===== src/rtl/tl_axi_host_arbiter.sv =====
// Round-robin arbiter sharing one TL-to-AXI bridge among several TileLink hosts.
// A channel is granted per message (whole Put bursts); D channel is routed by source idx.
module tl_axi_host_arbiter #(
    parameter int NumHosts    = 2,
    parameter int SourceWidth = 1,
    parameter int AddrWidth   = 56,
    parameter int DataWidth   = 64,
    parameter int SizeWidth   = 3,
    localparam int MaskWidth  = DataWidth / 8,
    localparam int IdxW       = $clog2(NumHosts),
    localparam int APW        = 6 + SizeWidth + SourceWidth + AddrWidth + MaskWidth + DataWidth,
    localparam int DPW        = 9 + SizeWidth + SourceWidth + DataWidth
) (
    input  logic                          clk_i,
    input  logic                          rst_ni,
    input  logic [NumHosts-1:0]           host_a_valid_i,
    output logic [NumHosts-1:0]           host_a_ready_o,
    input  logic [NumHosts-1:0][APW-1:0]  host_a_i,
    output logic                          dev_a_valid_o,
    input  logic                          dev_a_ready_i,
    output logic [APW+IdxW-1:0]           dev_a_o,
    input  logic                          dev_d_valid_i,
    output logic                          dev_d_ready_o,
    input  logic [DPW+IdxW-1:0]           dev_d_i,
    output logic [NumHosts-1:0]           host_d_valid_o,
    input  logic [NumHosts-1:0]           host_d_ready_i,
    output logic [DPW-1:0]                host_d_o
);

    localparam int LgBytes = $clog2(MaskWidth);
    localparam int AL      = AddrWidth + MaskWidth + DataWidth;
    localparam int DL      = 3 + DataWidth;
    localparam int HiW     = 6 + SizeWidth;

    typedef enum logic [1:0] {
        IDLE,
        HOLD,
        BURST
    } state_e;

    state_e                 state, state_nxt;
    logic [IdxW-1:0]        rr_ptr, rr_nxt;
    logic [IdxW-1:0]        owner, owner_nxt;
    logic [IdxW-1:0]        sel, sel_inc, didx;
    logic [7:0]             beat_cnt, cnt_nxt, beats_m1;
    logic [APW-1:0]         pay;
    logic [2:0]             opcode;
    logic [SizeWidth-1:0]   size, shamt;
    logic                   any_valid, hs, single;

    // Scan downward so the host closest to rr_ptr is the last (winning) assignment.
    always_comb begin
        int j;
        sel       = rr_ptr;
        any_valid = 1'b0;
        for (int i = NumHosts - 1; i >= 0; i--) begin
            j = int'(rr_ptr) + i;
            if (j >= NumHosts) j = j - NumHosts;
            if (host_a_valid_i[j]) begin
                sel       = IdxW'(j);
                any_valid = 1'b1;
            end
        end
        if (state != IDLE) begin
            sel       = owner;
            any_valid = host_a_valid_i[owner];
        end
    end

    assign pay           = host_a_i[sel];
    assign dev_a_valid_o = any_valid;
    assign dev_a_o       = {pay[AL+SourceWidth +: HiW], sel, pay[AL +: SourceWidth], pay[AL-1:0]};
    assign hs            = any_valid & dev_a_ready_i;

    always_comb begin
        host_a_ready_o = '0;
        for (int i = 0; i < NumHosts; i++) begin
            if (sel == IdxW'(i) && (state != IDLE || any_valid)) begin
                host_a_ready_o[i] = dev_a_ready_i;
            end
        end
    end

    assign opcode   = pay[APW-1 -: 3];
    assign size     = pay[AL+SourceWidth +: SizeWidth];
    assign shamt    = size - SizeWidth'(LgBytes);
    assign single   = (opcode > 3'd1) || (int'(size) <= LgBytes);
    assign beats_m1 = (8'd1 << shamt) - 8'd1;
    assign sel_inc  = (sel == IdxW'(NumHosts - 1)) ? '0 : sel + 1'b1;

    always_comb begin
        state_nxt = state;
        rr_nxt    = rr_ptr;
        owner_nxt = owner;
        cnt_nxt   = beat_cnt;
        unique case (state)
            IDLE, HOLD: begin
                if (hs) begin
                    if (single) begin
                        state_nxt = IDLE;
                        rr_nxt    = sel_inc;
                    end else begin
                        state_nxt = BURST;
                        owner_nxt = sel;
                        cnt_nxt   = beats_m1;
                    end
                end else if (state == IDLE && any_valid) begin
                    state_nxt = HOLD;
                    owner_nxt = sel;
                end
            end
            BURST: begin
                if (hs) begin
                    if (beat_cnt <= 8'd1) begin
                        state_nxt = IDLE;
                        rr_nxt    = sel_inc;
                        cnt_nxt   = 8'd0;
                    end else begin
                        cnt_nxt = beat_cnt - 8'd1;
                    end
                end
            end
            default: state_nxt = IDLE;
        endcase
    end

    always_ff @(posedge clk_i or negedge rst_ni) begin
        if (!rst_ni) begin
            state    <= IDLE;
            rr_ptr   <= '0;
            owner    <= '0;
            beat_cnt <= 8'd0;
        end else begin
            state    <= state_nxt;
            rr_ptr   <= rr_nxt;
            owner    <= owner_nxt;
            beat_cnt <= cnt_nxt;
        end
    end

    // Responses route purely on the source idx bits; unknown idx beats are sunk.
    assign didx     = dev_d_i[DL+SourceWidth +: IdxW];
    assign host_d_o = {dev_d_i[DL+SourceWidth+IdxW +: HiW], dev_d_i[DL +: SourceWidth], dev_d_i[DL-1:0]};

    always_comb begin
        host_d_valid_o = '0;
        dev_d_ready_o  = 1'b1;
        if (int'(didx) < NumHosts) begin
            host_d_valid_o[didx] = dev_d_valid_i;
            dev_d_ready_o        = host_d_ready_i[didx];
        end
    end

endmodule


===== config.mk =====
export PLATFORM = sky130hd
export DESIGN_NAME = tl_axi_host_arbiter
export DESIGN_NICKNAME = d
export VERILOG_FILES = /design/src/rtl/tl_axi_host_arbiter.sv
export SDC_FILE = /design/constraint.sdc
export NUM_CORES = 1
export LEC_CHECK = 0
export CORE_AREA = 2 2 225 227
export DETAILED_ROUTE_END_ITERATION = 8
export DIE_AREA = 0 0 227 229
export GPL_ROUTABILITY_DRIVEN = 1
export SYNTH_ARGS = -nofsm -noshare
export SYNTH_HDL_FRONTEND = slang
export SYNTH_SLANG_ARGS = --single-unit
export TNS_END_PERCENT = 1

===== constraint.sdc =====
create_clock -name clk_i -period 3.1 [get_ports clk_i]
set_clock_uncertainty 0.1 [all_clocks]
set_input_delay 0.465 -clock clk_i [delete_from_list [all_inputs] [get_ports clk_i]]
set_output_delay 0.465 -clock clk_i [all_outputs]
set_load 0.005 [all_outputs]

**Word-level counts from Yosys, hierarchy flattened**

Cells that the tools add are included.

- Logic and storage cells: 94
- Input bits: 362
- Register bits after elaboration: 12

- Bitwise gates (word level): 3
- Equal/unequal tests: 9
- Add/sub/neg operators: 7
- Multiplexer cells: 44
- Shifts and indexed selects: 1
- Reduce and logical (&&, ||, !) cells: 15
- Order comparisons: 11

Operator list:

| operator | number |
|---|---|
| $mux W138 | 2 |
| $lt A32 B3 Y1 const B | 2 |
| $mux W32 | 2 |
| $mux W8 | 4 |
| $mux W1 | 27 |
| $pmux W8 S2 | 1 |
| $sub A8 B1 Y8 const B | 2 |
| $ne A2 B2 Y1 const B | 6 |
| $mux W2 | 5 |
| $le A8 B1 Y1 const B | 1 |
| $shl A1 B3 Y8 const A | 1 |
| $lt A1 B2 Y1 const B | 3 |
| $reduce_and A3 Y1 | 2 |
| $reduce_bool A2 Y1 | 3 |
| $reduce_and A5 Y1 | 1 |
| $logic_and A1 B1 Y1 | 4 |
| $pmux W2 S2 | 1 |
| $reduce_and A4 Y1 | 1 |
| $gt A3 B1 Y1 const B | 1 |
| $le A3 B2 Y1 const B | 1 |
| $ne A3 B3 Y1 const B | 1 |
| $sub A1 B2 Y3 const B | 1 |
| $sub A2 B2 Y3 const B | 1 |
| $sub A3 B2 Y3 const B | 1 |
| other kinds (15) | 16 |

**Longest topological paths before layout**

Gate-level depths: netlist (run 1).

- Word-level depth: 17
- Depth in mapped cells: 12
- Gate-level depth less buffers: 10

**Least setup slack after synthesis (run 1)**

OpenSTA, ideal clock, no wires.

- Kind: register -> register
- From: reg state[1]
- To: reg beat_cnt[6]
- Period minus slack after synthesis: 2.739 ns
- Library setup time: 0.126 ns
- Cell stages (with the launch flop): 10
- Path buffers: 3
- Required time: 2.874 ns
- Data arrival time: 2.513 ns
- Setup slack: 0.361 ns
- Cells stage by stage: dfrtp_1 > or2_1 > clkbuf_2 > o31a_1 > buf_2 > clkbuf_1 > a31oi_1 > ha_1 > mux4_2 > a221o_1

- Longest elaborated chain between the ends: 10

Ends and longest elaborated chain:

| what | RTL line | RTL |
|---|---|---|
| start, declared | 41 | `state_e state, state_nxt;` |
| start signal, assigned | 134 | `state <= state_nxt;` |
| $reduce_bool A2 Y1 | 64 | `if (state != IDLE) begin` |
| $mux W1 | 64 |  |
| $mux W138 (not written as such) (2 in series) | 70 | `assign pay = host_a_i[sel];` |
| $sub A3 B2 Y3 | 86 | `assign shamt = size - SizeWidth'(LgBytes);` |
| $shl A1 B3 Y8 | 88 | `assign beats_m1 = (8'd1 << shamt) - 8'd1;` |
| $sub A8 B1 Y8 | 88 |  |
| $mux W8 | 99 | `if (single) begin` |
| $mux W8 | 98 | `if (hs) begin` |
| $pmux W8 S2 | 96 | `unique case (state)` |
| end signal, assigned | 137 | `beat_cnt <= cnt_nxt;` |
| end, declared | 45 | `logic [7:0] beat_cnt, cnt_nxt, beats_m1;` |

Parallel ways exist; a longest one is shown, timed or not. The select of a mux whose other input is x is not followed.
A chain may end at the register's enable or synchronous reset.

**Worst setup path in the final report (run 1)**

- From: in host_a_valid_i[0]
- To: out dev_a_o[38]

- Longest elaborated chain between the ends: 8

Ends and longest elaborated chain:

| what | RTL line | RTL |
|---|---|---|
| start, declared | 16 | `input logic [NumHosts-1:0] host_a_valid_i,` |
| $mux W1 (not written as such) (3 in series) | 59 | `if (host_a_valid_i[j]) begin` |
| $mux W1 | 59 |  |
| $mux W1 (*) | 59 |  |
| $mux W1 (*) | 64 |  |
| $mux W138 (not written as such) (*) (2 in series) | 70 |  |
| end, declared | 21 | `output logic [APW+IdxW-1:0] dev_a_o,` |

Mark *: on every way between the ends. The rest lies on a longest branch, timed or not. The select of a mux whose other input is x is not followed.

==> results by group, run 1 <==
Place
  • DP Cell Count: 1,695
  • Routability cong.: 0.807
  • Number of port buffers: 429
  • Placement Setup Slack: -0.141 ns
  • DP Wirelength: 24.2 mm

Critical path
  • Worst Path Arrival: 2.52 ns
  • CP cell instances: clkdlybuf4s50_1 -> a21boi_2 -> o31a_4 -> clkinv_8 -> buf_12 -> nand2_1 -> nand2_1 -> clkdlybuf4s50_1
  • CP bufs+invs: 4
  • CP max stage cell: clkdlybuf4s50_1
  • R2r setup slk: 0.32 ns
  • Critical Path Start Type: primary input
  • Max stage delay on crit path: 0.52 ns
  • CP max FO: 26
  • Setup Crit Path Kind: in -> out
  • CP required: 2.53 ns
  • CP top delay family: buffers and inverters
  • Crit. End Element: primary output

Logic synthesis
  • Library cells used by synthesis: 49
  • Share of the synthesized area in the top cell type: 45.4%
  • Yosys top cell by area: nand2_1
  • Syn. warnings: 0
  • Most frequent cells after synthesis: nand2_1 (424), buf_4 (87), clkbuf_1 (18)
  • Yosys reg bits: 12
  • Top-count cell post-synth: nand2_1
  • Top cells by area, synth: nand2_1 (45%), buf_4 (19%), dfrtp_1 (8.6%)
  • Net Count, Synth: 1,040
  • Post-synth EDFFs: 0
  • Main flop type after synthesis: dfrtp_1
  • Sequential share of the synthesized area: 8.57%
  • Syn_area_per_cell: 5.19 µm²
  • Mapped Cells: 675
  • Asr flop ratio synth: 100%
  • Synthesized cell area: 3510 µm²

Cells and area
  • Layout cell share with drive strength beyond 1: 6.12%
  • N_diodes: 0
  • Fillers: 5,637
  • Layout area overhead: 143%
  • Post-Layout Cell Count: 1,702
  • Nets: 1,396

Global route
  • Antenna violations before repair: 5
  • GRT overflow: 0
  • Vias in the first global route: 5,277
  • First-pass GRT wire length: 35.9 mm
  • Global-route usage over all layers: 9.48%
  • Pin count of the biggest net entering global routing: 60

Detailed routing
  • Vias: 5,585
  • DR top layer: met5
  • DRT iter0 DRCs: 315
  • Drt first pass iters: 4
  • DRC viols: 0
  • Post-DRT Antenna Nets: 0
  • DRT Wirelength: 28.5 mm
  • Average wire per cell in the routed design: 16.7 µm
  • Vias per inst: 3.28
  • Metal3 WL: 4.54 mm
  • Routed met2 length: 14.6 mm
  • WL met1: 9.24 mm

Clock tree
  • Clock Tree Buf Depth: 2
  • CTS root buf: clkbuf_16
  • Worst skew pair latency: 0.24 ns
  • Total CTS buffers: 3
  • Number of setup buffers added after CTS: 0
  • Htree depth: 1
  • CTS sink count: 12
  • CTS tree: yes
  • Clock-pin slew on the worst setup and hold paths: 0.04 ns

Timing
  • RSZ-0062 raised after global routing: yes
  • Worst slew pin tran: 0.617 ns
  • Rel. slew slack: 58.5%
  • Fmax achieved: 324 MHz
  • Fin crit period: 3.09 ns
  • Tcrit/Tclk final: 99.6%
  • Max-slew violations: 0
  • Final hold vios: 0
  • Worst Slack Setup Final: 0.0132 ns
  • Final setup fails: 0

Worst hold path
  • Hold Path Class: reg -> reg

Floorplan
  • Die height: 229 µm
  • Starting Density: 7.06%
  • Full die area: 52,000 µm²
  • Ports: 584
  • DIE WIDTH: 227 µm
  • Core Box Area: 49,700 µm²
  • Std-Cell Rows: 82

Power and ir drop
  • Leak pwr: 3.94 nW
  • Peak supply drop: 0.303 mV
  • Power density over the cells: 642 nW/µm²

Flow run
  • Maxcap violations: 0

Run status
  • Status: finished clean
[where the power goes]
part | internal (mW) | total (mW) | switching (mW)
sequential | 0.220 | 0.297 | 0.0768
combinational | 2.70 | 4.91 | 2.21
clock | 0.195 | 0.266 | 0.0709
total | 3.12 | 5.47 | 2.35
[area by class of cell]
type / instances / area (µm²) / share of cell area, %
clock buffers: 4 / 88.8 / 1.04
inverters: 8 / 42.5 / 0.499
multi-input cells: 537 / 2400 / 28.2
flip-flops and latches: 12 / 300 / 3.52
well taps: 672 / 841 / 9.87
repair buffers: 469 / 4840 / 56.8
[registers in the layout, indices dropped and copies added (netlist names)]
signal	count
state	2
owner	1
beat_cnt	8
rr_ptr	1
[per-layer routing]
layer | GRT usage, % | up-vias
li1 | - | 2744
met2 | 18.1 | 352
met1 | 8.67 | 2467
met3 | 5.95 | 18
met4 | 0.756 | 4
met5 | 0 | -
[cells in the final DEF, fill, tap and decap left out, types with 3 or more instances in the layout]
cell / instances
clkbuf_16: 6
buf_16: 3
buf_6: 5
nand4_1: 3
nor3_1: 6
ha_1: 3
xnor2_1: 4
mux2i_1: 4
mux2_2: 6
nor2_1: 13
o21ai_0: 9
inv_1: 7
a31oi_1: 4
or3_1: 3
buf_12: 3
o31ai_1: 3
clkdlybuf4s50_1: 398
a21oi_1: 5
buf_4: 25
dfrtp_1: 12
dlymetal6s2s_1: 30
nand3_1: 6
nand2_1: 424
nor2b_1: 4
or2_2: 3
[timing repair]
item,4_1_cts,5_1_grt
gates resized for setup,3,51
pin swaps,0,1
hold buffers,0,0
cloned,0,3
endpoints found under the setup margin,139,139
[worst reg2reg max path, delay by kind of cell, from the launching register on]
kind / cells / cell delay, ns
adders and majority gates: 1 / 0.26
and+or+nand+nor: 3 / 0.78
AOI/OAI and AO/OA: 5 / 0.88
buffers and inverters: 2 / 0.32
DFF: 1 / 0.36
[logic make-up (layout without fill, tap and decap cells)]
kind of cell | count (synthesis) | in the layout | synth area share [%]
flip-flops | 12 | 12 | 8.57
multiplexers | 11 | 11 | 3.71
adder cells (fa/ha/maj) | 3 | 3 | 1.07
buffers and inverters | 126 | 481 | 23.3
AND/OR/NAND/NOR | 477 | 477 | 53.8
AO/OA/AOI/OAI | 42 | 42 | 8.60
XOR/XNOR | 4 | 4 | 0.999
[final timing paths]
kind | from | to | cells past startpoint
max | host_a_valid_i[0] | dev_a_o[38] | 8
min in group asynchronous | rst_ni | owner | 1
min reg2reg | beat_cnt[1] | beat_cnt[1] | 1
min | beat_cnt[1] | beat_cnt[1] | 1
max in group asynchronous | rst_ni | beat_cnt[0] | 1
max reg2reg | state[1] | beat_cnt[2] | 11
[stage by stage]
stage	TNS [ns]	power [mW]	cell area [µm²]	utilization, %	hold slack (ns)
detailed placement	-9.27	4.97	8190	16.5	0.434
global placement	-8.12	4.94	8190	16.5	0.435
floorplan	0	2.23	3510	-	0.0694
finish	0	5.47	8520	17.2	0.449
CTS	-9.42	5.29	8290	16.7	0.443
global route	-0.595	5.91	8520	17.2	0.486
No activity file was read; power rests on OpenSTA's default activity.
==> run 2: changes to the inputs <==
- REMOVE_ABC_BUFFERS: default -> 1
==> results by group, run 2 (synthesized netlist as in run 1, its figures left out) <==
Run status
  • Status: finished clean

Worst hold path
  • Hold Path Class: reg -> reg
  • Worst hold start: beat_cnt[1]
  • Hold-critical path depth: 1 (unchanged)
  • Hold endpoint: beat_cnt[1]

Power and ir drop
  • Leak pwr: 4.46 nW (+13%)
  • Clock power frac: 4.7% (-0.2 points)
  • Psw: 2.46 mW (+4.3%)
  • Sequential power share: 5.3% (about the same)
  • Comb pwr share: 90.0% (+0.3 points)
  • Peak supply drop: 0.207 mV (-32%)
  • Internal Pwr Total: 3.13 mW (+0.52%)
  • Power density over the cells: 637 nW/µm² (-0.75%)
  • Switching portion of total power: 43.9% (+0.90 points)

Critical path
  • Worst setup path startpoint: host_a_valid_i[0]
  • CP max FO: 10 (-62%)
  • Max stage delay on crit path: 0.50 ns (-0.02 ns)
  • CP cell instances: clkdlybuf4s50_1 -> a21boi_2 -> o31a_4 -> clkinv_8 -> buf_12 -> buf_4 -> nand2_1 -> nand2_1 -> clkdlybuf4s50_1
  • Critical Path Start Type: primary input
  • R2r setup slk: 0.33 ns (about the same)
  • CP bufs+invs: 5 (+1)
  • Setup Crit Path Kind: in -> out
  • CP max stage cell: clkdlybuf4s50_1
  • Worst Path Arrival: 2.49 ns (-0.03 ns)
  • R2r worst-path depth: 10 (-1)
  • Reg2Reg Launch Point: state[1]
  • CP top delay family: buffers and inverters
  • Crit. End Element: primary output
  • CP required: 2.53 ns (about the same)
  • R2r endpoint: beat_cnt[6]

Timing
  • Worst slew pin tran: 0.618 ns (+0.000889 ns)
  • Tcrit/Tclk final: 98.4% (-1.1 points)
  • Max-slew violations: 0 (unchanged)
  • Final hold vios: 0 (unchanged)
  • Rel. slew slack: 58.7% (+0.19 points)
  • WHS: 0.452 ns (+0.00293 ns)
  • Fmax achieved: 328 MHz (+1.2%)
  • RSZ-0062 raised after global routing: yes
  • Final setup fails: 0 (unchanged)
  • Setup_tns: 0 ns (unchanged)
  • Worst Slack Setup Final: 0.0484 ns (+0.0352 ns)
  • Fin crit period: 3.05 ns (-0.0352 ns)

Detailed routing
  • DRC viols: 0 (unchanged)
  • Post-DRT Antenna Nets: 0 (unchanged)
  • Average wire per cell in the routed design: 22.1 µm (+32%)
  • Drt first pass iters: 5 (+1)
  • Vias: 6,039 (+8.1%)
  • DRT iter0 DRCs: 366 (+16%)
  • DRT Wirelength: 38.0 mm (+34%)
  • Vias per inst: 3.51 (+7.0%)

Cells and area
  • Nets: 1,408 (+0.86%)
  • Fillers: 5,683 (+0.82%)
  • Top Registers: beat_cnt (8), state (2)
  • Max FFs per register: 8 (unchanged)
  • Fin area: 8770 µm² (+2.9%)
  • Layout area overhead: 150%
  • Biggest register: beat_cnt
  • Layout cell share with drive strength beyond 1: 7.49% (+1.4 points)
  • Multi-input gate area in the final layout: 2410 µm² (+0.42%)
  • Final Util: 17.7% (+0.50 points)
  • Most common cell after layout, fill and taps aside: nand2_1
  • Most frequent cells in the layout: nand2_1 (422), clkdlybuf4s50_1 (323), dlymetal6s2s_1 (64)
  • Sequential cell area: 300 µm² (unchanged)

Clock tree
  • Htree depth: 1 (unchanged)
  • CTS tree: yes
  • Clock Tree Buf Depth: 2 (unchanged)
  • Clock-pin slew on the worst setup and hold paths: 0.05 ns (about the same)
  • CTS root buf: clkbuf_16
  • Worst skew pair latency: 0.24 ns (about the same)
  • CTS sink count: 12 (unchanged)
  • Total CTS buffers: 3 (unchanged)

Floorplan
  • Ports: 584 (unchanged)
  • Full die area: 52,000 µm² (unchanged)
  • Starting Density: 7.06% (unchanged)
  • Core Box Area: 49,700 µm² (unchanged)
  • Std-Cell Rows: 82 (unchanged)
  • Die height: 229 µm (unchanged)
  • DIE WIDTH: 227 µm (unchanged)

Global route
  • Vias in the first global route: 5,635 (+6.8%)
  • Global-route usage over all layers: 13.1% (+3.6 points)
  • Pin count of the biggest net entering global routing: 46 (-23%)
  • Antenna violations before repair: 13 (+8)
  • GR met2 Demand/Resource: 19.9% (+1.8 points)
  • GRT overflow: 0 (unchanged)
  • Met3 Use GR: 12.9% (+6.9 points)
  • Grt peak-use layer: met2
  • Routing usage on met1: 12.5% (+3.9 points)
  • First-pass GRT wire length: 46.4 mm (+29%)

Place
  • Routability cong.: 0.814 (+0.94%)
  • Placement Setup Slack: -0.193 ns (-0.0516 ns)
  • DP Wirelength: 31.7 mm (+31%)
  • Number of port buffers: 429 (unchanged)
  • Area after DPL: 8270 µm² (+1.0%)

Flow run
  • Maxcap violations: 0 (unchanged)
-- run 2: changes by cell type in the layout (fill, tap and decap cells not counted), moves of 2 or more --
cell             change
dlygate4sd2_1       +41
nand2_2              +2
diode_2              +6
buf_4                +5
buf_16               +2
clkdlybuf4s50_1     -75
nand2_1              -2
buf_12               +3
dlymetal6s2s_1      +34
-- run 2: area by class of cell --
class / instances / area share, %
Timing Repair Buffer: 481 / 57.8
Multi-Input combinational cell: 537 / 27.5
Tap cell: 672 / 9.59
Sequential cell: 12 / 3.42
Clock buffer: 4 / 1.01
Inverter: 8 / 0.485
Antenna cell: 6 / 0.171
-- run 2: what timing repair did --
action,CTS,global route
buffers inserted,0,3
pin swaps,1,1
setup endpoints to repair,134,98
gates cloned,2,4
resized for setup,51,82
hold buffers,0,0
-- run 2: worst max path at each step --
stage                       end  slack (ns)  cells after the start
floorplan           beat_cnt[2]       -5.24                     10
global placement     dev_a_o[8]       -0.17                      8
detailed placement   dev_a_o[8]       -0.19                      8
CTS                  dev_a_o[6]       -0.07                      8
global route         dev_a_o[6]       -0.04                      8
finish              dev_a_o[53]        0.05                      9
-- run 2: per-layer routing --
layer	vias to the layer above	wire, µm	part of all wire, %
li1	2783	-	-
met1	2701	13000	34
met2	513	16400	43
met3	34	7900	21
met4	8	382	1.0
met5	-	420	1.1
-- run 2: power groups by stage --
| stage | registers (mW) | clock network (mW) | logic (mW) |
|---|---|---|---|
| floorplan | 0.279 | 0 | 1.82 |
| global placement | 0.290 | 0 | 4.75 |
| detailed placement | 0.293 | 0 | 4.81 |
| CTS | 0.292 | 0.267 | 4.87 |
| global route | 0.307 | 0.276 | 5.45 |
| finish | 0.295 | 0.263 | 5.03 |
-- run 2: per-stage QoR --
step / total power, mW / std cells
global placement: 5.04 / 1701
floorplan: 2.10 / 557
detailed placement: 5.10 / 1701
CTS: 5.43 / 1707
finish: 5.59 / 1720
global route: 6.03 / 1718
-- run 2: worst register-to-register path, delay by kind of cell, from the launching register on --
| family | cells | cell delay, ns |
|---|---|---|
| AOI/OAI and AO/OA | 4 | 0.99 |
| adders and majority gates | 1 | 0.27 |
| buffers and inverters | 3 | 0.44 |
| DFF | 1 | 0.36 |
| muxes | 1 | 0.32 |
| and+or+nand+nor | 1 | 0.17 |
==> run 3: changes to the inputs <==
- SKIP_CTS_REPAIR_TIMING: default -> 1
==> results by group, run 3 (synthesized netlist as in run 1, its figures left out) <==
Run status
  • Status: finished clean

Clock tree
  • CTS root buf: clkbuf_16
  • Clock-pin slew on the worst setup and hold paths: 0.04 ns (about the same)
  • Clock Tree Buf Depth: 2 (unchanged)
  • Htree depth: 1 (unchanged)
  • Worst skew pair latency: 0.24 ns (about the same)
  • Total CTS buffers: 3 (unchanged)
  • CTS sink count: 12 (unchanged)
  • CTS tree: yes

Floorplan
  • Std-Cell Rows: 82 (unchanged)
  • Starting Density: 7.06% (unchanged)
  • DIE WIDTH: 227 µm (unchanged)
  • Die height: 229 µm (unchanged)
  • Full die area: 52,000 µm² (unchanged)
  • Ports: 584 (unchanged)
  • Core Box Area: 49,700 µm² (unchanged)

Place
  • DP Cell Count: 1,701 (unchanged)
  • DP Wirelength: 31.7 mm (unchanged)
  • Area after DPL: 8270 µm² (unchanged)
  • Number of port buffers: 429 (unchanged)
  • Routability cong.: 0.814 (unchanged)

Cells and area
  • Nets: 1,403 (-0.36%)
  • Fin area: 8560 µm² (-2.4%)
  • Top Registers: beat_cnt (8), state (2)
  • Multi-input gate area in the final layout: 2410 µm² (unchanged)
  • Post-Layout Cell Count: 1,715 (-0.29%)
  • Final Util: 17.2% (-0.43 points)
  • Biggest register: beat_cnt
  • Layout area overhead: 144%
  • Sequential cell area: 300 µm² (unchanged)
  • Layout cell share with drive strength beyond 1: 7.04% (-0.45 points)
  • Fillers: 5,703 (+0.35%)
  • Max FFs per register: 8 (unchanged)
  • Most frequent cells in the layout: nand2_1 (421), clkdlybuf4s50_1 (421), buf_4 (33)

Timing
  • Final hold vios: 0 (unchanged)
  • Max-slew violations: 0 (unchanged)
  • Worst slew pin tran: 0.618 ns (+0.000798 ns)
  • RSZ-0062 raised after global routing: yes
  • Fmax achieved: 330 MHz (+0.66%)
  • Tcrit/Tclk final: 97.8% (-0.64 points)
  • Fin crit period: 3.03 ns (-0.0199 ns)
  • Final setup fails: 0 (unchanged)
  • Rel. slew slack: 58.6% (about the same)

Power and ir drop
  • Peak supply drop: 0.249 mV (+21%)
  • Power Total: 5.60 mW (+0.19%)
  • Leak pwr: 3.75 nW (-16%)
  • Power density over the cells: 654 nW/µm² (+2.7%)

Worst hold path
  • Hold Path Class: reg -> reg

Detailed routing
  • Vias per inst: 3.48 (-0.99%)
  • Vias: 5,962 (-1.3%)
  • Drt first pass iters: 5 (unchanged)
  • Post-DRT Antenna Nets: 0 (unchanged)
  • DRT iter0 DRCs: 372 (+1.6%)
  • DRT Wirelength: 37.0 mm (-2.7%)
  • Average wire per cell in the routed design: 21.6 µm (-2.4%)
  • DRC viols: 0 (unchanged)

Critical path
  • Worst Path Arrival: 2.47 ns (-0.02 ns)
  • CP cell instances: clkdlybuf4s50_1 -> a21boi_2 -> o31a_4 -> clkinv_4 -> buf_12 -> clkbuf_16 -> nand2_1 -> nand2_1 -> clkdlybuf4s50_1
  • Setup Crit Path Kind: in -> out
  • CP max FO: 13 (+3)
  • CP required: 2.53 ns (about the same)
  • CP max stage cell: clkdlybuf4s50_1
  • Critical Path Start Type: primary input
  • Max stage delay on crit path: 0.50 ns (about the same)
  • Crit. End Element: primary output

Global route
  • Vias in the first global route: 5,574 (-1.1%)
  • Antenna violations before repair: 13 (unchanged)
  • GRT overflow: 0 (unchanged)
  • Global-route usage over all layers: 12.9% (-0.27 points)
  • Pin count of the biggest net entering global routing: 68 (+48%)
  • First-pass GRT wire length: 45.5 mm (-2.0%)

Flow run
  • Maxcap violations: 0 (unchanged)
-- run 3: changes by cell type in the layout (fill, tap and decap cells not counted), moves of 2 or more --
cell,before,now
buf_6,6,3
dlygate4sd2_1,42,0
buf_12,6,4
clkdlybuf4s50_1,323,421
dlymetal6s2s_1,64,8
buf_4,30,33
-- run 3: routing by layer --
layer / up-vias / track usage, % / routed length, µm
li1: 2770 / - / -
met5: - / 9.30 / 669
met4: 12 / 1.88 / 354
met2: 515 / 19.4 / 15800
met1: 2623 / 12.1 / 12300
met3: 42 / 12.8 / 7890
-- run 3: cell type report --
type | instances | area share (%)
repair buffers | 476 | 56.8
multi-input cells | 537 | 28.2
well taps | 672 | 9.83
flip-flops and latches | 12 | 3.51
clock buffers | 4 | 1.04
inverters | 8 | 0.409
diodes | 6 | 0.175
-- run 3: final timing paths --
path                              startpoint  depth (start not counted)     endpoint  slack, ns
setup / recovery           host_a_valid_i[0]                          9   dev_a_o[0]       0.07
hold / removal                   beat_cnt[1]                          1  beat_cnt[1]       0.45
setup reg to reg                    state[1]                         11  beat_cnt[2]       0.29
hold reg to reg                  beat_cnt[1]                          1  beat_cnt[1]       0.45
max in group asynchronous             rst_ni                          1        owner       1.98
min in group asynchronous             rst_ni                          1  beat_cnt[5]       0.51
-- run 3: where the power goes --
group	total (mW)	switching [mW]	internal, mW	leakage, nW
logic	5.04	2.21	2.83	3.56
registers	0.294	0.0738	0.220	0.143
clock network	0.262	0.0676	0.195	0.0442
total	5.60	2.35	3.25	3.75
-- run 3: critical path: cells and delay by family --
family / cells / cell delay, ns
buf+inv: 5 / 1.35
compound gates: 2 / 0.49
simple gates: 2 / 0.12
-- run 3: through the flow --
step / hold WS (ns) / setup WS, ns / TNS (ns)
3_3_place_gp: 0.437 / -0.168 / -9.99
5_1_grt: 0.473 / -0.0267 / -0.107
2_1_floorplan: 0.0694 / -5.24 / -658.51
3_5_place_dp: 0.439 / -0.193 / -11.49
6_report: 0.452 / 0.0683 / 0
4_1_cts: 0.449 / -0.207 / -12.95
